### config.mk
export PLATFORM = sky130hd
export DESIGN_NAME = crossbar_ctrl_3x3
export DESIGN_NICKNAME = d
export VERILOG_FILES = /design/src/rtl/crossbar_ctrl_3x3.sv
export SDC_FILE = /design/constraint.sdc
export NUM_CORES = 1
export LEC_CHECK = 0
export ABC_AREA = 1
export BUFFER_PORTS_ARGS = -buffer_cell sky130_fd_sc_hd__buf_2
export CORE_UTILIZATION = 45
export CTS_CLUSTER_SIZE = 28
export DETAILED_ROUTE_END_ITERATION = 10
export PLACE_DENSITY_LB_ADDON = 0.2
export SETUP_SLACK_MARGIN = 0.15
export SKIP_LAST_GASP = 1
export SLEW_MARGIN = 5
export SYNTH_ARGS = -nofsm -noshare
export SYNTH_HDL_FRONTEND = slang
export SYNTH_SLANG_ARGS = --single-unit
### constraint.sdc
create_clock -name clk -period 2.53 [get_ports clk]
set_input_delay 0.1265 -clock clk [delete_from_list [all_inputs] [get_ports clk]]
set_output_delay 0.1265 -clock clk [all_outputs]
set_load 0.005 [all_outputs]
### src/rtl/crossbar_ctrl_3x3.sv
`default_nettype none
// +--------------------------------------------------------------------------+
// | crossbar_ctrl_3x3 : round-robin 3x3 crossbar scheduler with packet lock.  |
// | Optional per-output transfer counters: CROSSBAR_CTRL_STATS_EN.            |
// | Revision: 1.0                                                             |
// +--------------------------------------------------------------------------+
module crossbar_ctrl_3x3 #(
   parameter int NUM_PORTS = 3,
   parameter int CNT_WIDTH = 16
) (
   input  logic       clk,
   input  logic       reset_n,
   input  logic       in0_val,
   input  logic       in1_val,
   input  logic       in2_val,
   input  logic [1:0] in0_dest,
   input  logic [1:0] in1_dest,
   input  logic [1:0] in2_dest,
   input  logic       in0_last,
   input  logic       in1_last,
   input  logic       in2_last,
   output logic       in0_rdy,
   output logic       in1_rdy,
   output logic       in2_rdy,
   output logic       out0_val,
   output logic       out1_val,
   output logic       out2_val,
   input  logic       out0_rdy,
   input  logic       out1_rdy,
   input  logic       out2_rdy,
   output logic [1:0] sel0,
   output logic [1:0] sel1,
   output logic [1:0] sel2
`ifdef CROSSBAR_CTRL_STATS_EN
   ,
   output logic [CNT_WIDTH-1:0] out0_xfer_cnt,
   output logic [CNT_WIDTH-1:0] out1_xfer_cnt,
   output logic [CNT_WIDTH-1:0] out2_xfer_cnt
`endif
);

   generate
      if (NUM_PORTS != 3) begin : g_bad_num_ports
         $error("crossbar_ctrl_3x3: NUM_PORTS must be 3");
      end
   endgenerate

   function automatic logic [1:0] wrap3(input logic [2:0] v);
      return (v >= 3'd3) ? 2'(v - 3'd3) : v[1:0];
   endfunction

   logic [2:0] val_w;
   logic [2:0] last_w;
   logic [2:0] ordy_w;
   logic [1:0] dest_w [3];

   assign val_w     = {in2_val, in1_val, in0_val};
   assign last_w    = {in2_last, in1_last, in0_last};
   assign ordy_w    = {out2_rdy, out1_rdy, out0_rdy};
   assign dest_w[0] = in0_dest;
   assign dest_w[1] = in1_dest;
   assign dest_w[2] = in2_dest;

   logic [1:0] ptr_q [3];
   logic [1:0] ptr_d [3];
   logic [1:0] lock_src_q [3];
   logic [1:0] lock_src_d [3];
   logic [2:0] lock_q;
   logic [2:0] lock_d;

   // req[k][i]: input i wants output k; dest 3 never matches any output
   logic [2:0] req [3];
   logic [2:0] gnt_vld;
   logic [1:0] gnt_src [3];
   logic [2:0] xfer;
   logic [2:0] in_rdy;

   always_comb begin
      for (int k = 0; k < 3; k++) begin
         for (int i = 0; i < 3; i++) begin
            req[k][i] = val_w[i] && (dest_w[i] == 2'(k));
         end
      end
   end

   always_comb begin
      logic [1:0] idx;
      idx = 2'd0;
      for (int k = 0; k < 3; k++) begin
         gnt_vld[k] = 1'b0;
         gnt_src[k] = 2'd0;
         if (lock_q[k]) begin
            if (req[k][lock_src_q[k]]) begin
               gnt_vld[k] = 1'b1;
               gnt_src[k] = lock_src_q[k];
            end
         end else begin
            // Scan from the farthest offset down so the one nearest ptr wins.
            for (int o = 2; o >= 0; o--) begin
               idx = wrap3({1'b0, ptr_q[k]} + 3'(o));
               if (req[k][idx]) begin
                  gnt_vld[k] = 1'b1;
                  gnt_src[k] = idx;
               end
            end
         end
      end
   end

   always_comb begin
      for (int i = 0; i < 3; i++) begin
         in_rdy[i] = 1'b0;
         if (dest_w[i] != 2'd3) begin
            in_rdy[i] = gnt_vld[dest_w[i]] && (gnt_src[dest_w[i]] == 2'(i))
                        && ordy_w[dest_w[i]];
         end
      end
   end

   always_comb begin
      ptr_d      = ptr_q;
      lock_d     = lock_q;
      lock_src_d = lock_src_q;
      xfer       = 3'b000;
      for (int k = 0; k < 3; k++) begin
         xfer[k] = gnt_vld[k] && ordy_w[k];
         if (xfer[k]) begin
            if (last_w[gnt_src[k]]) begin
               lock_d[k] = 1'b0;
               ptr_d[k]  = wrap3({1'b0, gnt_src[k]} + 3'd1);
            end else begin
               lock_d[k]     = 1'b1;
               lock_src_d[k] = gnt_src[k];
            end
         end
      end
   end

   always_ff @(posedge clk or negedge reset_n) begin
      if (!reset_n) begin
         for (int k = 0; k < 3; k++) begin
            ptr_q[k]      <= 2'd0;
            lock_src_q[k] <= 2'd0;
         end
         lock_q <= 3'b000;
      end else begin
         ptr_q      <= ptr_d;
         lock_src_q <= lock_src_d;
         lock_q     <= lock_d;
      end
   end

   assign in0_rdy  = in_rdy[0];
   assign in1_rdy  = in_rdy[1];
   assign in2_rdy  = in_rdy[2];
   assign out0_val = gnt_vld[0];
   assign out1_val = gnt_vld[1];
   assign out2_val = gnt_vld[2];
   assign sel0     = gnt_src[0];
   assign sel1     = gnt_src[1];
   assign sel2     = gnt_src[2];

`ifdef CROSSBAR_CTRL_STATS_EN
   logic [CNT_WIDTH-1:0] cnt_q [3];
   logic [CNT_WIDTH-1:0] cnt_d [3];

   always_comb begin
      for (int k = 0; k < 3; k++) begin
         cnt_d[k] = cnt_q[k] + CNT_WIDTH'(xfer[k]);
      end
   end

   always_ff @(posedge clk or negedge reset_n) begin
      if (!reset_n) begin
         for (int k = 0; k < 3; k++) begin
            cnt_q[k] <= '0;
         end
      end else begin
         cnt_q <= cnt_d;
      end
   end

   assign out0_xfer_cnt = cnt_q[0];
   assign out1_xfer_cnt = cnt_q[1];
   assign out2_xfer_cnt = cnt_q[2];
`endif

endmodule
`default_nettype wire
== Word-level counts from Yosys, hierarchy flattened ==
Index checks and enable logic that the tools add are counted.

* $add $sub $neg: 21
* Multipliers: 0
* Div/mod/pow operators: 0
* Magnitude comparators: 33
* Eq/ne operators: 11
* Shift-type cells: 0
* Multiplexer cells: 99
* Bitwise operators: 6
* Reduce and logical (&&, ||, !) cells: 28

{| class="wikitable"
|+ Operator list
! kind !! number
|-
| 2-to-1 mux 2 bit || 33
|-
| less-than comparator 2 x 3 -> 1 bit, second input constant || 18
|-
| binary-select mux 1 bit (select 2 bit) || 21
|-
| 2-to-1 mux 1 bit || 42
|-
| greater-or-equal comparator 3 x 2 -> 1 bit, second input constant || 9
|-
| subtractor 2 bit, second input constant || 12
|-
| adder 2 x 1 -> 3 bit, second input constant || 6
|-
| logical AND 1 bit || 18
|-
| binary-select mux 2 bit (select 2 bit) || 3
|-
| AND reduction 2 bit || 6
|-
| adder 2 x 2 -> 3 bit, second input constant || 3
|-
| greater-or-equal comparator 3 bit, second input constant || 3
|-
| NOT 2 -> 3 bit || 3
|-
| == test 2 x 1 -> 1 bit, second input constant || 4
|-
| == test 2 bit, second input constant || 4
|-
| zero test 2 bit || 4
|-
| greater-or-equal comparator 2 bit, second input constant || 3
|-
| != test 2 bit, second input constant || 3
|-
| NOT 1 bit || 3
|}

* Flip-flop bits (word level): 15
* Bits in latches: 0
* RAM bits: 0
* Memory bits (read-only): 0
* Input port bits: 17
* Output and inout bits: 12
* Logic and storage cells: 207
* Memories: 0

== Longest topological paths before layout ==
Gate-level depths: netlist of run 1.

* Word-level depth: 16
* Mapped depth: 17
* Mapped depth without buffers: 17

== Least setup slack after synthesis of run 1 ==
Ideal clock, no wire load.

* Kind: reg2reg
* From: reg ptr_q[0] (netlist bit)
* To: reg ptr_q[0] (netlist bit)
* Setup time: 0.117 ns
* Arrival: 1.759 ns
* Required time: 2.413 ns
* Slack: 0.654 ns
* Stages on the path, launching flop included: 14
* Path buffers: 0
* Clock period less this slack: 1.876 ns
* Cells stage by stage: dfrtp_1 > inv_1 > ha_1 > inv_1 > nand4_1 > nand3_1 > nand2_1 > nand2_1 > nand2_2 > nand2_4 > inv_1 > ha_1 > nand4_1 > nand2_1

* Cells in the longest elaborated chain, start to end: 12
* Elaborated cells on any way between the ends: 33
* Classes of those cells: add/sub (7); order compare (4); mux (20); reduce/logical (2)

{| class="wikitable"
|+ RTL lines
! element !! RTL line !! source
|-
| start, declared || 64 || <nowiki>logic [1:0] ptr_q [3];</nowiki>
|-
| start signal, assigned || 147 || <nowiki>ptr_q <= ptr_d;</nowiki>
|-
| adder 2 x 2 -> 3 bit || 100 || <nowiki>idx = wrap3({1'b0, ptr_q[k]} + 3'(o));</nowiki>
|-
| greater-or-equal comparator 3 x 2 -> 1 bit or subtractor 2 bit (tied branches) || 49 || <nowiki>return (v >= 3'd3) ? 2'(v - 3'd3) : v[1:0];</nowiki>
|-
| 2-to-1 mux 2 bit || 49 ||
|-
| binary-select mux 1 bit (select 2 bit) || 101 || <nowiki>if (req[k][idx]) begin</nowiki>
|-
| 2-to-1 mux 1 bit (implied by the code) || 101 ||
|-
| 2-to-1 mux 2 bit (2 in a row) || 101 ||
|-
| 2-to-1 mux 2 bit (*) || 101 ||
|-
| 2-to-1 mux 2 bit (*) || 92 || <nowiki>if (lock_q[k]) begin</nowiki>
|-
| via sel2[0] || 33 || <nowiki>output logic [1:0] sel2</nowiki>
|-
| adder 2 x 1 -> 3 bit or binary-select mux 1 bit (select 2 bit) (tied branches) || 130, 128 ||
|-
| greater-or-equal comparator 3 x 2 -> 1 bit, or another cell as far along || 49 ||
|-
| 2-to-1 mux 2 bit or AND reduction 2 bit (tied branches) || - ||
|}

Mark *: on every way through the listed nets, which the timed path passes. The rest lies on a longest branch. The select of a mux whose other input is x is not followed.
A chain may end at the register's enable or synchronous reset.

== Worst setup path after layout of run 1 ==
* From: reg ptr_q[3] (netlist bit)
* To: out in1_rdy

* Cells in the longest elaborated chain, start to end: 16
* Elaborated cells on any way between the ends: 34
* Classes of those cells: add/sub (5); order compare (3); eq/ne (1); mux (23); reduce/logical (2)

{| class="wikitable"
|+ RTL lines
! element !! RTL line !! source
|-
| adder 2 x 2 -> 3 bit || 100 ||
|-
| greater-or-equal comparator 3 x 2 -> 1 bit or subtractor 2 bit (tied branches) || 49 ||
|-
| 2-to-1 mux 2 bit || 49 ||
|-
| binary-select mux 1 bit (select 2 bit) || 101 ||
|-
| 2-to-1 mux 1 bit (implied by the code) || 101 ||
|-
| 2-to-1 mux 2 bit (3 in a row) || 101 ||
|-
| 2-to-1 mux 2 bit || 92 ||
|-
| binary-select mux 2 bit (select 2 bit) || 114 || <nowiki>in_rdy[i] = gnt_vld[dest_w[i]] && (gnt_src[dest_w[i]] == 2'(i))</nowiki>
|-
| 2-to-1 mux 2 bit (implied by the code) (2 in a row) || 114 ||
|-
| == test 2 x 1 -> 1 bit || 114 ||
|-
| logical AND 1 bit (*) || 114 ||
|-
| logical AND 1 bit (*) || 115 || <nowiki>&& ordy_w[dest_w[i]];</nowiki>
|-
| 2-to-1 mux 1 bit (*) || 113 || <nowiki>if (dest_w[i] != 2'd3) begin</nowiki>
|-
| end, declared || 23 || <nowiki>output logic in1_rdy,</nowiki>
|}

Every way passes the cells marked *; elsewhere a longest branch is shown, timed or not. The select of a mux whose other input is x is not followed.

==> flow_metrics.tcl, run 1 <==
set metrics [dict create \
    outcome "completed" \
    synth_ff_type "dfrtp_1" \
    seqPwrFrac_pct 15.3 \
    h-tree-depth 1 \
    grt_setup_unrepaired "yes" \
    cts_tree "yes" \
    crit_start "ptr_q[3]" \
    p_sw_share_pct 54.1 \
    antennaDiodeCount 0 \
    area_delta_synth_final_pct 19.5 \
    total_power_mw 2.79 \
    antenna_found_initial 0 \
    cts_made_buffers 3 \
    fin_nets 349 \
    die_y_um 65.8 \
    drtIter0Drc 97 \
    synthCells 285 \
    drive_gt1_share_pct 31.8 \
    grt_usage_pct 22.1 \
    routedWlPerCell_um 12.5 \
    yosysTopAreaCell "dfrtp_1" \
    r2r_slack_ns 0.48 \
    reg2reg_from "ptr_q[5]" \
    drtPass1Iterations 4 \
    cp_num_buf_inv 3 \
    final_area_sq_um 2190 \
    syn_area_sq_um 1830 \
    tightest_slew_ns 0.382 \
    ir_drop_v 0.000662 \
    fp.dieW_um 65.8 \
    power.density_nw_per_um2 1280 \
    path_delay_family "simple AND/OR/NAND/NOR gates" \
    pwr-share-clk_pct 7.1 \
    switching_power_mw 1.51 \
    finalClockSkew_ns 0.00171 \
    wirelength_mm 4.64 \
    drv_cap 0 \
    whs_path_depth 4 \
    period_minus_slack_ns 2.25 \
    r2r_cells 14 \
    syn_nets 309 \
    slew_viol_final 0 \
    placement.io_buffers 28 \
    fin_tns_setup_ns 0 \
    synth_top_area_share_pct 20.5 \
    core_area_sq_um 3770 \
    avgSynthCellArea_sq_um 6.43 \
    via_per_inst 5.38 \
    vias 2003 \
    cp.required_ns 2.40 \
    cp_common_cell "nand2_1" \
    dp_hpwl_mm 3.67 \
    crit_end "in1_rdy" \
    path_max_fanout 4 \
    crit_slowest_cell "dfrtp_1" \
    p_int_mw 1.28 \
    layout_common_cells "73 x nand2_1, 40 x inv_1, 33 x nand3_1, 28 x buf_2, 18 x nand3_2" \
    worst_r2r_endpoint "lock_src_q[5]" \
    clock-sinks 15 \
    timing.slew.headroom_pct 74.5 \
    gp_congestion 0.894 \
    path_cells "inv_1 -> ha_1 -> inv_2 -> nand2_1 -> nand3_2 -> nand2_1 -> a21oi_1 -> nand2_1 -> nand2_4 -> nor2_1 -> o21ai_1 -> nand2_1 -> nor2_1 -> buf_2" \
    path_clk_slew_ns 0.06 \
    drtAntennaViolNets 0 \
    overflow 0 \
    row_count 22 \
    fillers 354 \
    clockBufferDepth 2 \
    synthArstFlopShare_pct 100 \
    synth-edff-count 0 \
    hold_path_class "in2reg" \
    ys_top_cells_by_area "dfrtp_1 20%, nand2_1 15%, nand3_2 9.8%" \
    io_pins 29 \
    cts-root-buf "clkbuf_8" \
    cpPeakStageDelay_ns 0.40 \
    worstSkewPairLatency_ns 0.25 \
    p_leak_nw 1.18 \
    synth-warning-count 0 \
    startpoint_type "flop" \
    place_area_sq_um 2020 \
    path_depth 14 \
    grt_pass1_vias 1662 \
    floorplan.initialDensity_pct 48.6 \
    end_kind "output pin" \
    drc_errors 0 \
    finalCritPeriodShare_pct 89.1 \
    dieArea_sq_um 4330 \
    ys_seq_area_share_pct 20.5 \
    clock.fmax_mhz 444 \
    final_common_cell "nand2_1" \
    timing.final.hold_violations 0 \
    cp.arrival_ns 2.13 \
    grt_pass1_wl_mm 7.39 \
    synth_cell_types 30 \
    comb_power_share_pct 77.6 \
    synth_seq_cells 15 \
    criticalPathCategory "reg2out" \
    setup_violations 0 \
    grt_max_degree 16 \
]
[synth_stat cells (3+ instances only)]
master and number:
nand3_2 18, a21oi_1 6, nand4_1 16, o21ai_2 3, inv_1 45, dfrtp_1 15
nand3_1 33, ha_1 7, inv_2 7, o21ai_0 8, nand2_4 4, nand2_2 12
nor3_1 6, nand2_1 73, nor2_4 3, o21ai_1 6, nor2_1 8, nor2_2 3
[cell type report]
cell class	count	area (sq um)	share of cell area, %
clock buffer	4	45.0	2.06
inverter	54	204	9.31
multi-input combinational	215	1290	58.9
sequential	15	375	17.1
tap	48	60.1	2.74
timing repair buffer	36	215	9.83
[per-stage QoR]
step,hold slack [ns],setup slack (ns),util (%),instances
2_1_floorplan,-0.169,0.654,-,285
3_3_place_gp,0.0634,0.487,53.6,360
3_5_place_dp,0.0686,0.494,53.6,360
4_1_cts,0.296,0.203,55.1,365
5_1_grt,0.354,0.113,58.1,372
6_report,0.298,0.276,58.1,372
[how the worst min path moves through the flow]
stage,start,slack [ns],to
4_1_cts,in2_last,0.30,lock_src_q[1]
2_1_floorplan,reset_n,-0.17,lock_q[0]
5_1_grt,in2_last,0.35,lock_src_q[2]
3_5_place_dp,reset_n,0.07,ptr_q[2]
3_3_place_gp,reset_n,0.06,ptr_q[2]
6_report,in2_last,0.30,lock_src_q[1]
[metal layers]
layer | global-route usage, % | up-vias | share of wire, % | wire (um)
met3 | 2.07 | 6 | 6.3 | 293
met1 | 30.9 | 909 | 46 | 2140
li1 | - | 1017 | - | -
met2 | 36.4 | 71 | 46 | 2150
met5 | 0 | - | 0 | 0
met4 | 4.89 | 0 | 1.1 | 51
[kinds of logic after synthesis]
family | count (synthesis) | synth area share, %
adder cells (fa/ha/maj) | 7 | 4.78
AND/OR/NAND/NOR | 179 | 53.2
buffers and inverters | 55 | 11.7
flip-flops | 15 | 20.5
AO/OA/AOI/OAI | 29 | 9.76
[registers in the layout, summed over array words and instances (netlist names)]
signal and count:
ptr_q 6, lock_q 3, lock_src_q 6
[worst register-to-register path: stages, from the launching register on]
cell,delay (ns)
dfrtp_1,0.39
buf_4,0.15
ha_4,0.15
inv_1,0.12
nand2_1,0.08
a21oi_1,0.18
nand2b_1,0.12
inv_1,0.04
nand4_1,0.06
nand2_1,0.11
nor2_4,0.19
buf_4,0.16
nand3_2,0.09
nand2_1,0.07
nand2_1,0.05
[power by group through the flow]
stage          logic [mW]  registers (mW)  clock network, mW
2_1_floorplan        1.49           0.408                  0
3_3_place_gp         1.90           0.425                  0
3_5_place_dp         1.90           0.429                  0
4_1_cts              1.92           0.426              0.204
5_1_grt              2.41           0.443              0.211
6_report             2.17           0.428              0.198
[what timing repair did]
item                       in CTS  in global routing
setup buffers                   0                  7
hold buffers                    1                  0
hold endpoints to repair       15                  0
setup endpoints to repair       0                  3
resized for setup               0                 14
Note: power is estimated with default switching activity, not from simulation.
==> run 2, diff against run 1 <==
--- a/config.mk
+++ b/config.mk
@@ -7,6 +7,7 @@
 export LEC_CHECK = 0
 export ABC_AREA = 1
 export BUFFER_PORTS_ARGS = -buffer_cell sky130_fd_sc_hd__buf_2
+export CORE_ASPECT_RATIO = 0.9
 export CORE_UTILIZATION = 45
 export CTS_CLUSTER_SIZE = 28
 export DETAILED_ROUTE_END_ITERATION = 10
==> run 2 against run 1 <==
Against the previous run:
- count of clock-buffer cells in the layout decreased by 1
- routed wire length increased by 2.8%
- sequential share of layout area decreased by 0.40 points
- sequential power increased by 2%
- setup slack got worse by 0.0020 ns
- sequential cell count unchanged
- critical endpoint is now in0_rdy
- largest cell class unchanged
- highest routed layer unchanged
==> flow_metrics.tcl, run 2 (synthesis results as in run 1) <==
set metrics [dict create \
    cp_common_cell "nand3_1" \
    core_area_sq_um 3810 \
    vias 1973 \
    grt_setup_unrepaired "yes" \
    multi_input_area_sq_um 1300 \
    area_delta_synth_final_pct 22.7 \
    timing.final.hold_violations 0 \
    largestRegisters "lock_src_q x6, ptr_q x6, lock_q x3" \
    layout_common_cells "72 x nand2_1, 41 x inv_1, 33 x nand3_1, 28 x buf_2, 18 x nand3_2" \
    p_leak_nw 1.22 \
    worstSkewPairLatency_ns 0.25 \
    h-tree-depth 1 \
    cts_tree "yes" \
    dp_hpwl_mm 3.72 \
    clock.fmax_mhz 443 \
    fin_hold_ws_ns 0.275 \
    ir_drop_v 0.000648 \
    cpPeakStageDelay_ns 0.37 \
    row_count 21 \
    floorplan.initialDensity_pct 48.1 \
    grt_pass1_wl_mm 8.07 \
    grt_max_degree 16 \
    routedWlPerCell_um 12.6 \
    crit_slowest_cell "dfrtp_1" \
    power.density_nw_per_um2 1300 \
    cp_num_buf_inv 4 \
    drc_errors 0 \
    finalClockSkew_ns 0.000945 \
    fillers 373 \
    fin_nets 357 \
    io_pins 29 \
    seq_area_sq_um 377 \
    utilization_pct 59.0 \
    path_cells "inv_1 -> ha_4 -> inv_1 -> nand2_1 -> nand3_2 -> nand3_1 -> nand3_1 -> o21ai_4 -> inv_2 -> nor3_1 -> nand3_1 -> nand3_1 -> buf_2" \
    drtIter0Drc 140 \
    drv_cap 0 \
    end_kind "output pin" \
    outcome "completed" \
    path_delay_family "simple AND/OR/NAND/NOR gates" \
    cp.arrival_ns 2.13 \
    tightest_slew_ns 0.373 \
    fin_tns_setup_ns 0 \
    path_clk_slew_ns 0.07 \
    final_common_cell "nand2_1" \
    hold_path_class "in2reg" \
    grt_pass1_vias 1716 \
    startpoint_type "flop" \
    die_y_um 62.6 \
    placement.io_buffers 28 \
    cp.required_ns 2.40 \
    timing.slew.headroom_pct 75.1 \
    via_per_inst 5.22 \
    clock-sinks 15 \
    drtPass1Iterations 4 \
    wirelength_mm 4.77 \
    drive_gt1_share_pct 34.3 \
    dieArea_sq_um 4330 \
    slew_viol_final 0 \
    grt_usage_pct 22.8 \
    cts_made_buffers 3 \
    drtAntennaViolNets 0 \
    criticalPathCategory "reg2out" \
    gp_congestion 0.934 \
    finalCritPeriodShare_pct 89.2 \
    clockBufferDepth 2 \
    cts-root-buf "clkbuf_8" \
    overflow 0 \
    fp.dieW_um 69.3 \
    antenna_found_initial 0 \
    setup_violations 0 \
    antennaDiodeCount 0 \
    path_max_fanout 6 \
    period_minus_slack_ns 2.26 \
]
-- run 2: routing by layer --
| layer | track usage (%) | wire length (um) |
|---|---|---|
| met1 | 33.1 | 2440 |
| met2 | 35.3 | 2090 |
| met3 | 3.06 | 187 |
| met4 | 6.12 | 46 |
| met5 | 0 | 0 |
-- run 2: worst register-to-register path, stage by stage, from the launching register on --
cell and delay, ns:
dfrtp_1 0.40, inv_1 0.11, ha_4 0.23, inv_1 0.07, nand2_1 0.08, nand3_2 0.09, nand2_1 0.06, nand2_1 0.06
nand3_1 0.08, nand2_2 0.11, nand2_4 0.06, buf_4 0.16, nand2_2 0.07, nand2_1 0.06, nand2_2 0.08, nand3_2 0.07
nand2_1 0.07, nand2_1 0.05
-- run 2: path summary, 6_finish.rpt --
kind	start	end	slack [ns]	cells past startpoint
worst max register to register	ptr_q[2]	ptr_q[2]	0.52	17
worst max-delay path	ptr_q[2]	in0_rdy	0.27	13
worst min register to register	lock_src_q[0]	lock_src_q[0]	0.49	2
min in group asynchronous	reset_n	lock_q[2]	0.32	2
max in group asynchronous	reset_n	ptr_q[1]	1.92	2
worst min-delay path	in2_last	lock_src_q[1]	0.27	4
-- run 2: repair_timing --
item | 4_1_cts | 5_1_grt
resized for setup | 4 | 14
pin swaps | 0 | 6
buffers inserted | 0 | 15
hold buffers | 1 | 0
hold endpoints to repair | 15 | 0
setup endpoints to repair | 2 | 3
-- run 2: cell type report --
type,count,area share (%)
Sequential cell,15,16.7
Clock buffer,3,1.84
Timing Repair Buffer,44,11.7
Tap cell,46,2.56
Clock inverter,1,0.222
Multi-Input combinational cell,215,57.9
Inverter,54,9.07
-- run 2: power by group --
part	internal (mW)	leakage (nW)	switching (mW)
clock network	0.109	0.0255	0.0934
logic	0.908	1.00	1.37
registers	0.343	0.191	0.0915
total	1.36	1.22	1.56
-- run 2: through the flow --
stage / total power [mW] / cell area, sq um / instances / worst slack, ns
global placement: 2.34 / 2020 / 358 / 0.418
finish: 2.92 / 2250 / 378 / 0.274
global route: 3.23 / 2250 / 378 / 0.103
detailed placement: 2.36 / 2020 / 358 / 0.388
floorplan: 1.89 / 1830 / 285 / 0.654
CTS: 2.60 / 2090 / 363 / 0.174
==> run 3, diff against run 2 <==
==> constraint.sdc (replaced) <==
create_clock -name clk -period 2.53 [get_ports clk]
set_input_delay 0.506 -clock clk [delete_from_list [all_inputs] [get_ports clk]]
set_output_delay 0.506 -clock clk [all_outputs]
set_load 0.005 [all_outputs]
==> run 3 against run 2 <==
Against the previous run:
- the flow now finishes with violations (negative setup slack)
- core utilization grew 11 points
- count of clock-buffer cells in the layout grew 1
- global-route usage grew 1.8 points
- sequential share of layout area shrank 2.5 points
- critical path type unchanged
==> flow_metrics.tcl, run 3 (synthesis results as in run 1) <==
set metrics [dict create \
    outcome "finished, violations left" \
    failed_checks "negative setup slack" \
    path_cells "inv_2 -> ha_4 -> inv_4 -> nand2_4 -> nand3_4 -> nand2_2 -> nand2_2 -> nand3_2 -> nand2_2 -> nand2_2 -> nor2_2 -> o21ai_1 -> nand2_1 -> nor2_1 -> buf_2" \
    fin_tns_setup_ns -0.0759 \
    cts_tree "yes" \
    tightest_slew_ns 0.392 \
    cp.required_ns 2.02 \
    dp_hpwl_mm 3.91 \
    via_per_inst 5.36 \
    hold_path_class "in2async" \
    cpPeakStageDelay_ns 0.43 \
    p_sw_share_pct 50.0 \
    power.density_nw_per_um2 1420 \
    seqPwrFrac_pct 12.3 \
    timing.final.hold_violations 0 \
    ctsHoldBuffers 0 \
    grt_max_degree 16 \
    h-tree-depth 1 \
    grt_setup_unrepaired "yes" \
    drtAntennaViolNets 0 \
    drv_cap 0 \
    path_max_fanout 5 \
    largestRegisters "lock_src_q x6, ptr_q x6, lock_q x3" \
    path_clk_slew_ns 0.07 \
    fillers 303 \
    clockBufferDepth 2 \
    grt_usage_pct 24.6 \
    switching_power_mw 1.89 \
    timing.slew.headroom_pct 73.9 \
    wirelength_mm 5.51 \
    finalCritPeriodShare_pct 102 \
    floorplan.initialDensity_pct 48.1 \
    pwr-share-clk_pct 5.6 \
    seq_area_sq_um 378 \
    final-instance-count-excl-fill 400 \
    antenna_found_initial 0 \
    period_minus_slack_ns 2.58 \
    multi_input_area_sq_um 1490 \
    crit_slowest_cell "dfrtp_1" \
    placed_cells 365 \
    fp.dieW_um 69.3 \
    cp_common_cell "nand2_2" \
    cp.arrival_ns 2.08 \
    core_area_sq_um 3810 \
    slew_viol_final 0 \
    criticalPathCategory "reg2out" \
    startpoint_type "flop" \
    p_int_mw 1.89 \
    clock.fmax_mhz 387 \
    layout_common_cells "60 x nand2_1, 32 x buf_4, 27 x inv_1, 26 x nand3_2, 25 x buf_2" \
    fin_nets 379 \
    drtPass1Iterations 5 \
    overflow 0 \
    dieArea_sq_um 4330 \
    io_pins 29 \
    grt_pass1_vias 1895 \
    row_count 21 \
    pre_cts_ws_ns -0.00389 \
    finalClockSkew_ns 0.00296 \
    drtIter0Drc 162 \
    drc_errors 0 \
    cts_made_buffers 3 \
    routedWlPerCell_um 13.8 \
    gp_congestion 0.866 \
    area_delta_synth_final_pct 44.8 \
    vias 2144 \
    end_kind "output pin" \
    drive_gt1_share_pct 51.1 \
    fin_hold_ws_ns 0.166 \
    worstSkewPairLatency_ns 0.25 \
    antennaDiodeCount 0 \
    die_y_um 62.6 \
    final_common_cell "nand2_1" \
    grt_pass1_wl_mm 8.71 \
    setup_violations 3 \
    r2r_slack_ns 0.45 \
    ir_drop_v 0.000645 \
    cp_num_buf_inv 3 \
    cts-root-buf "clkbuf_8" \
    timing.final.ws_setup_ns -0.0511 \
    total_power_mw 3.77 \
    p_leak_nw 1.36 \
    comb_power_share_pct 82.2 \
    placement.io_buffers 28 \
    path_delay_family "simple AND/OR/NAND/NOR gates" \
    clock-sinks 15 \
]
## run 3: changes by cell type in the layout (fill, tap and decap cells not counted), sizes merged
cell	before	now
buf	43	65
clkbuf	3	5
clkinv	3	2
dlygate4sd3	1	0
## run 3: cell type report
type | instances | share of cell area, %
Clock buffer | 4 | 1.70
Inverter | 54 | 8.39
Timing Repair Buffer | 66 | 17.4
Tap cell | 46 | 2.17
Sequential cell | 15 | 14.2
Multi-Input combinational cell | 215 | 56.1
## run 3: worst paths after layout
check | startpoint | end | depth (start not counted)
min reg2reg | lock_src_q[0] | lock_src_q[0] | 2
min | reset_n | ptr_q[0] | 1
max reg2reg | ptr_q[4] | lock_q[0] | 14
max in group asynchronous | reset_n | ptr_q[4] | 1
max | ptr_q[2] | in1_rdy | 15
min in group clk | lock_src_q[0] | lock_src_q[0] | 2
## run 3: per-layer routing
metal / GRT usage [%] / up-vias / routed length [um]
met2: 39.9 / 66 / 2560
met4: 6.63 / 0 / 87
li1: - / 1079 / -
met3: 2.74 / 10 / 251
met5: 0 / - / 0
met1: 34.5 / 989 / 2610
## run 3: metrics by stage
| stage | util, % | area [sq um] |
|---|---|---|
| after global routing | 69.7 | 2660 |
| after global placement | 54.4 | 2070 |
| after CTS | 63.0 | 2400 |
| after floorplan | - | 1830 |
| after detailed placement | 54.4 | 2070 |
| final | 69.7 | 2660 |
## run 3: worst register-to-register path: stages (launching register included)
cell     delay, ns
dfrtp_2       0.41
inv_2         0.06
ha_4          0.32
nand2_2       0.07
a21oi_2       0.16
buf_4         0.13
nand3_1       0.07
nand3_1       0.09
o21ai_2       0.07
inv_2         0.08
buf_6         0.11
buf_4         0.10
nand2_1       0.07
nand3_2       0.10
o21ai_0       0.11
## run 3: what timing repair did
item,in CTS,in global routing
endpoints found under the setup margin,12,12
resized for setup,43,44
pin swaps,23,19
buffers inserted,19,12
## run 3: power groups by stage
| stage | Sequential (mW) | Clock (mW) | Combinational [mW] |
|---|---|---|---|
| after CTS | 0.449 | 0.212 | 2.58 |
| final | 0.462 | 0.209 | 3.10 |
| after detailed placement | 0.432 | 0 | 2.02 |
| after floorplan | 0.408 | 0 | 1.49 |
| after global routing | 0.476 | 0.222 | 3.39 |
| after global placement | 0.430 | 0 | 2.02 |
